## src/rtl/uart_tx_unit.sv

```systemverilog
// UART transmitter: start bit, 8 data bits LSB first, parity slot, stop bit.
// Bit period is CLK_HZ/baud clocks, with the baud code latched when send is accepted.
module uart_tx_unit #(
  parameter int unsigned CLK_HZ = 50000000
) (
  input  logic       clock,
  input  logic       reset_n,
  input  logic       send,
  input  logic [7:0] data_in,
  input  logic [1:0] parity_type,
  input  logic [1:0] baud_rate,
  output logic       data_tx,
  output logic       active_flag,
  output logic       done_flag
);

  // Wide enough for the slowest (2400 baud) divisor.
  localparam int unsigned CntW = $clog2(CLK_HZ / 2400 + 1);

  typedef enum logic [2:0] {StIdle, StStart, StData, StParity, StStop} state_e;

  state_e            state_q, state_d;
  logic [CntW-1:0]   cnt_q, cnt_d;
  logic [2:0]        idx_q, idx_d;
  logic [7:0]        data_q, data_d;
  logic [1:0]        par_q, par_d;
  logic [1:0]        baud_q, baud_d;
  logic              tx_q, tx_d;
  logic              active_q, active_d;
  logic              done_q, done_d;

  logic [CntW-1:0]   div_m1;
  logic              parity_bit;
  logic              bit_end;

  // Last count value of a bit period for the latched baud code.
  always_comb begin
    unique case (baud_q)
      2'b00:   div_m1 = CntW'(CLK_HZ / 2400 - 1);
      2'b01:   div_m1 = CntW'(CLK_HZ / 4800 - 1);
      2'b10:   div_m1 = CntW'(CLK_HZ / 9600 - 1);
      default: div_m1 = CntW'(CLK_HZ / 19200 - 1);
    endcase
  end

  // Parity slot value; "none" codes keep the line high so the frame stays 11 bits.
  always_comb begin
    unique case (par_q)
      2'b01:   parity_bit = ~^data_q;
      2'b10:   parity_bit = ^data_q;
      default: parity_bit = 1'b1;
    endcase
  end

  assign bit_end = (cnt_q == div_m1);

  // Next-state logic: counter, bit index, line value and flags.
  always_comb begin
    state_d  = state_q;
    cnt_d    = cnt_q;
    idx_d    = idx_q;
    data_d   = data_q;
    par_d    = par_q;
    baud_d   = baud_q;
    tx_d     = tx_q;
    active_d = active_q;
    done_d   = 1'b0;

    if (state_q == StIdle) begin
      tx_d     = 1'b1;
      active_d = 1'b0;
      if (send) begin
        data_d   = data_in;
        par_d    = parity_type;
        baud_d   = baud_rate;
        state_d  = StStart;
        tx_d     = 1'b0;
        active_d = 1'b1;
        cnt_d    = '0;
        idx_d    = 3'd0;
      end
    end else if (!bit_end) begin
      cnt_d = cnt_q + 1'b1;
    end else begin
      cnt_d = '0;
      unique case (state_q)
        StStart: begin
          state_d = StData;
          idx_d   = 3'd0;
          tx_d    = data_q[0];
        end
        StData: begin
          if (idx_q == 3'd7) begin
            state_d = StParity;
            tx_d    = parity_bit;
          end else begin
            idx_d = idx_q + 3'd1;
            tx_d  = data_q[idx_q + 3'd1];
          end
        end
        StParity: begin
          state_d = StStop;
          tx_d    = 1'b1;
        end
        StStop: begin
          state_d  = StIdle;
          tx_d     = 1'b1;
          active_d = 1'b0;
          done_d   = 1'b1;
        end
        default: begin
          state_d  = StIdle;
          tx_d     = 1'b1;
          active_d = 1'b0;
        end
      endcase
    end
  end

  // State register with synchronous active-low reset; a reset abandons any frame.
  always_ff @(posedge clock) begin
    if (!reset_n) begin
      state_q  <= StIdle;
      cnt_q    <= '0;
      idx_q    <= 3'd0;
      data_q   <= 8'h00;
      par_q    <= 2'b00;
      baud_q   <= 2'b00;
      tx_q     <= 1'b1;
      active_q <= 1'b0;
      done_q   <= 1'b0;
    end else begin
      state_q  <= state_d;
      cnt_q    <= cnt_d;
      idx_q    <= idx_d;
      data_q   <= data_d;
      par_q    <= par_d;
      baud_q   <= baud_d;
      tx_q     <= tx_d;
      active_q <= active_d;
      done_q   <= done_d;
    end
  end

  assign data_tx     = tx_q;
  assign active_flag = active_q;
  assign done_flag   = done_q;

endmodule

```

## config.mk

```make
export PLATFORM = sky130hd
export DESIGN_NAME = uart_tx_unit
export DESIGN_NICKNAME = d
export VERILOG_FILES = /design/src/rtl/uart_tx_unit.sv
export SDC_FILE = /design/constraint.sdc
export NUM_CORES = 1
export LEC_CHECK = 0
export CORE_UTILIZATION = 50
export CTS_BUF_LIST = sky130_fd_sc_hd__clkbuf_4 sky130_fd_sc_hd__clkbuf_8
export DETAILED_ROUTE_END_ITERATION = 6
export MAX_ROUTING_LAYER = met4
export PLACE_DENSITY = 0.7
export SLEW_MARGIN = 20
export SYNTH_ARGS = -nofsm -noshare
export SYNTH_HDL_FRONTEND = slang
export SYNTH_SLANG_ARGS = --single-unit
```

## constraint.sdc

```tcl
create_clock -name clock -period 3.7 [get_ports clock]
set_input_delay 0.37 -clock clock [delete_from_list [all_inputs] [get_ports clock]]
set_output_delay 0.37 -clock clock [all_outputs]
set_load 0.01 [all_outputs]
```

==> metrics, run 1 <==
switching power=0.000250 W; worst reg2reg endpoint=cnt_q[13]; Sw Ratio=27.7%; transition time of the tightest slew-check pin=822 ps; Post-synth top flop=dfxtp_1; Die H=67.1 µm; cts bufs inserted=5; worst reg2reg path depth=8; critical path required time=3890 ps; overflow left after global routing=0; number of endpoints with negative hold slack in the final report=0; internal power=0.000652 W; post-layout net count=289; worst path arrival time=2680 ps; worst-skew pair later-pin latency=290 ps; crit path capture type=flip-flop; cell types occupying the most area after synthesis=dfxtp_1 34%, nand2_1 7.4%, ha_1 5.9%; global router's overall resource usage=23.7%; Util after Layout=59.5%; launch instance of the worst min-delay path=idx_q[1]; violation count after the first detailed-route iteration=156; final critical-path setup slack=1210 ps; part of the total power dissipated in the clock network=33.6%; antenna violation net count after detailed routing=0; worst slack after detailed placement=1230 ps; final WL=4330 µm; worst setup slack for register-to-register paths=1210 ps; max-capacitance violation count=0; fraction of synthesized cell area taken by the top area cell type=34.0%; area of all placed cells without fillers=2400 µm²; initial cell density of the core=52.6%; hold path depth=2; Worst Hold End=idx_q[1]; final setup vio count=0; synthesis-to-layout area growth=13.2%; Fin Hold WS=473 ps; IR drop worst, VDD=213 µV; vias per inst=5.64; final period utilization=67.3%; Std-Cell Rows=23; DP Area=2300 µm²; fraction of synthesis flops using an asynchronous set or reset pin=0%; buffers inserted by post-CTS timing repair=0; path class of the lowest-slack min-delay path=reg2reg; CTS Sinks=36; fmax=402 MHz; total leakage power=0.905 nW; Routability Congestion=0.809; CORE AREA=4030 µm²; count of warnings emitted by yosys=0; power density over the cells=376 nW/µm²; Max Root-Sink Buffers=2; mean instance size in the synthesized netlist=8.51 µm²; status=completed; kind of critical path=reg2reg; deepest level of the CTS H-tree=2; width of the chip=67.1 µm; HPWL after DPL=3160 µm; maximum number of pins on one net before global-route repair=28; post-cts repair resize count=0; Rel. slew slack=45.2%; Vias=1771; CTS clk-pin slew, worst paths=70 ps; unrepaired setup endpoints after global routing=no; Yosys top cell by area=dfxtp_1; CTS Hold Bufs=0; layout cells sized above 1=8.33%; peak fanout along the critical path=18; number of I/O port buffers=17; netlist area before placement=2120 µm²; first-pass GRT wire length=7730 µm; antenna violations before repair=0; category of the worst setup path launch point=flip-flop; cell count after synthesis=249; Seq/Total Area, Yosys=34.0%; number of global-route vias before repair=1622; clock skew after layout=10.1 ps; floorplan die area=4500 µm²; number of remaining DRC errors=0; count of boundary I/O pins=18; final worst path period need=2490 ps; proportion of power drawn by combinational gates=19.1%; Pins Over Slew Limit=0; number of distinct library cells after synthesis=52; register share of total power=47.3%; Post-synth EDFFs=0; DR pass1 iterations=4; CTS Root Cell=clkbuf_8; register bit total from synthesis=36; clock tree from TritonCTS=yes; final routed wire length divided by cell count=13.8 µm; R2R Path Start=baud_q[0]; setup TNS after final layout=0 ps; Syn Nets=274; antenna cell count=0
registers in the layout (all words and copies together), names as in the netlist:
signal,count
active_flag,1
data_tx,1
cnt_q,15
data_q,8
baud_q,2
done_flag,1
idx_q,3
state_q,3
par_q,2
synth_stat cells (4+ instances only):
master    number
xnor2_1        7
nand2_1       42
nor3_1         4
a21o_1         7
clkbuf_1       5
mux2i_1        6
inv_1          7
ha_1          10
xor2_1         6
dfxtp_1       36
nor2_1        11
nand3_1       13
o21ai_0       17
nor4_1         6
a21boi_0      15
kinds of logic (layout without fill, tap and decap cells):
logic type               Yosys count  in the layout  share of synthesized area [%]
buffers and inverters             17             32                           3.96
AO/OA/AOI/OAI                     64             64                           22.0
XOR/XNOR                          13             13                           5.38
flip-flops                        36             36                           34.0
adder cells (fa/ha/maj)           10             10                           5.91
AND/OR/NAND/NOR                  100            100                           23.2
multiplexers                       9              9                           5.49
critical path, cell delays in order (launching register included):
cell	delay, ps
dfxtp_1	410
inv_1	110
ha_1	320
xor2_1	150
a211oi_2	240
o2111ai_2	260
o211ai_4	520
o21ai_0	180
a21o_1	190
how the worst max path moves through the flow:
| stage | startpoint | end | slack, ps | cells past startpoint |
|---|---|---|---|---|
| 3_3_place_gp | baud_q[0] | cnt_q[13] | 1320 | 8 |
| 4_1_cts | baud_q[0] | cnt_q[9] | 1220 | 8 |
| 6_report | baud_q[0] | cnt_q[13] | 1210 | 8 |
| 2_1_floorplan | baud_q[0] | cnt_q[6] | 1570 | 9 |
| 5_1_grt | baud_q[0] | cnt_q[13] | 970 | 8 |
| 3_5_place_dp | baud_q[0] | cnt_q[9] | 1230 | 8 |
final cells by class:
cell class                      instances  area [µm²]
Timing Repair Buffer                   18         178
Sequential cell                        36         721
Multi-Input combinational cell        196        1310
Tap cell                               50        62.6
Fill cell                             377        1630
Inverter                                7        26.3
Clock buffer                            7        96.3
power by group through the flow:
stage	sequential [W]	clock [W]	combinational (W)
after detailed placement	0.000435	0	0.000172
after floorplan	0.000428	0	0.000134
after global routing	0.000430	0.000326	0.000195
final	0.000426	0.000303	0.000172
after global placement	0.000434	0	0.000170
after CTS	0.000426	0.000309	0.000174
per-layer routing:
layer	up-vias	routed length, µm	GRT usage [%]
li1	918	-	-
met1	806	2240	33.1
met2	42	1820	31.8
met3	5	220	6.68
met4	0	53	9.04
met5	-	0	-
cell usage in the layout (no fill, tap or decap), types with 2 or more instances in the layout:
master	count
inv_1	7
mux2i_1	6
nor4_1	6
or4_1	2
nor3_1	4
or3_2	3
a21oi_1	3
nand2_1	42
nor2_1	11
o21ai_0	17
nand3b_1	2
and4_1	2
and3_1	2
nor2b_1	3
clkdlybuf4s50_1	17
nand3_1	13
o21bai_1	2
clkbuf_8	7
dfxtp_1	36
a21boi_0	15
mux4_2	2
a21o_1	7
o21ai_2	3
xor2_1	6
a211oi_1	2
ha_1	10
nand2b_1	3
xnor2_1	7
a31oi_1	3
through the flow:
step / instances / total power, W
floorplan: 249 / 0.000562
global placement: 307 / 0.000604
detailed placement: 307 / 0.000607
CTS: 314 / 0.000909
global route: 314 / 0.000950
finish: 314 / 0.000902
Power figures use the tool's default switching activity.
==> run 2: changes to the inputs <==
- PLACE_DENSITY: 0.7 -> 0.73
- clock period: 3.7 -> 2.2 ns (I/O delays scaled with it)
==> run 2 against run 1 <==
  * Die area unchanged
  * Non-clock buffer count grew 27
  * Critical path type unchanged
  * Highest routed layer unchanged
  * Via count rose by 7.2%
  * Wire length rose by 9.0%
  * Largest power group unchanged
  * Flip-flop and latch count unchanged
  * Count of clock-buffer cells in the layout unchanged
==> metrics, run 2 (same netlist as run 1, synthesis figures left out) <==
IR drop worst, VDD=326 µV; status=completed; worst setup slack for register-to-register paths=90 ps; switching power=0.000456 W; Sw Ratio=28.8%; final setup vio count=0; Fin Hold WS=473 ps; floorplan die area=4500 µm²; CTS Hold Bufs=0; R2R Path Start=idx_q[1]; fmax=475 MHz; synthesis-to-layout area growth=26.5%; first-pass GRT wire length=7510 µm; number of flip-flops under the largest register name=15; path class of the lowest-slack min-delay path=in2reg; post-layout net count=316; CORE AREA=4030 µm²; proportion of power drawn by combinational gates=22.8%; top library cells by usage in the layout, fill and taps aside=42 x nand2_1, 34 x dfxtp_1, 26 x buf_4; Vias=1898; deepest level of the CTS H-tree=2; worst reg2reg path depth=6; critical path required time=2380 ps; Std-Cell Rows=23; layout cells sized above 1=21.2%; most utilized layer in the global route result=met2; HPWL after DPL=3440 µm; CTS Root Cell=clkbuf_8; met3 capacity usage during global routing=4.62%; overflow left after global routing=0; DR pass1 iterations=4; Max Root-Sink Buffers=2; category of the worst setup path launch point=flip-flop; max-capacitance violation count=0; worst path arrival time=2290 ps; register share of total power=45.0%; width of the chip=67.1 µm; transition time of the tightest slew-check pin=446 ps; kind of critical path=reg2reg; CTS clk-pin slew, worst paths=70 ps; cts bufs inserted=5; largest registers=cnt_q (15), data_q (8); filler cell count=340; final critical-path setup slack=92.7 ps; number of remaining DRC errors=0; peak fanout along the critical path=3; final worst path period need=2110 ps; internal power=0.00113 W; crit path capture type=flip-flop; violation count after the first detailed-route iteration=98; antenna cell count=0; Routability Congestion=0.841; clock tree from TritonCTS=yes; launch instance of the worst min-delay path=baud_rate[0]; met2 capacity usage during global routing=32.9%; hold path depth=3; Die H=67.1 µm; part of the total power dissipated in the clock network=32.3%; clock skew after layout=6.76 ps; Reg with most FFs=cnt_q; number of I/O port buffers=17; Pins Over Slew Limit=0; number of global-route vias before repair=1655; power density over the cells=592 nW/µm²; CTS Sinks=36; vias per inst=5.55; worst reg2reg endpoint=data_tx; leading cell type in the layout, fill and taps excluded=nand2_1; antenna violation net count after detailed routing=0; antenna violations before repair=0; maximum number of pins on one net before global-route repair=22; worst slack after detailed placement=-34.2 ps; initial cell density of the core=52.6%; final period utilization=95.8%; met1 demand-to-capacity share in global routing=31.9%; Rel. slew slack=70.1%; count of boundary I/O pins=18; final routed wire length divided by cell count=13.8 µm; setup TNS after final layout=0 ps; final WL=4720 µm; Worst Hold End=baud_q[0]; number of endpoints with negative hold slack in the final report=0; global router's overall resource usage=23.2%; total leakage power=1.04 nW; worst-skew pair later-pin latency=290 ps
[run 2: changes by cell type in the layout (fill, tap and decap cells not counted), sizes merged]
cell and change:
buf +27, clkinvlp +1
[run 2: what timing repair did]
action                     CTS  global route
resized for setup            2            19
buffers inserted             0             3
pin swaps                    1            10
setup endpoints to repair    5            17
[run 2: how the worst max path moves through the flow]
| stage | to | slack (ps) | from | cells after the start |
|---|---|---|---|---|
| floorplan | cnt_q[6] | 70 | baud_q[0] | 9 |
| global placement | idx_q[1] | 30 | baud_q[0] | 9 |
| detailed placement | idx_q[2] | -30 | baud_q[0] | 9 |
| CTS | cnt_q[14] | 10 | baud_q[0] | 9 |
| global route | cnt_q[12] | -10 | baud_q[0] | 9 |
| finish | data_tx | 90 | idx_q[1] | 6 |
[run 2: metrics by stage]
step	utilization [%]	power [W]	area (µm²)	instances
floorplan	-	0.000945	2120	249
global placement	61.6	0.00106	2480	331
detailed placement	61.6	0.00106	2480	331
CTS	64.0	0.00157	2580	339
global route	66.5	0.00166	2680	342
finish	66.5	0.00159	2680	342
[run 2: worst max-delay path, stage by stage (launching register included)]
cell and delay (ps):
dfxtp_1 320, ha_2 370, mux4_2 520, mux2_2 270, o21ai_0 140, a21oi_1 60, o41a_1 310
[run 2: area by class of cell]
type | count | area, µm² | area share (%)
Clock inverter | 1 | 7.51 | 0.280
Timing Repair Buffer | 45 | 388 | 14.5
Tap cell | 50 | 62.6 | 2.33
Inverter | 7 | 26.3 | 0.980
Multi-Input combinational cell | 196 | 1380 | 51.5
Clock buffer | 7 | 90.1 | 3.36
Sequential cell | 36 | 726 | 27.1
[run 2: power by group through the flow]
stage / Combinational (W) / Sequential (W) / Clock [W]
floorplan: 0.000225 / 0.000720 / 0
global placement: 0.000330 / 0.000725 / 0
detailed placement: 0.000335 / 0.000726 / 0
CTS: 0.000337 / 0.000711 / 0.000521
global route: 0.000400 / 0.000718 / 0.000546
finish: 0.000361 / 0.000713 / 0.000512
[run 2: per-layer routing]
layer / vias to the layer above / routed length [µm]
met4: 0 / 85
met1: 879 / 2370
met5: - / 0
met3: 7 / 147
li1: 981 / -
met2: 31 / 2120
==> run 3: changes to the inputs <==
- CAP_MARGIN: unset -> 10
==> results of run 3 <==
No change in the layout: final DEF, timing and power equal those of run 2.
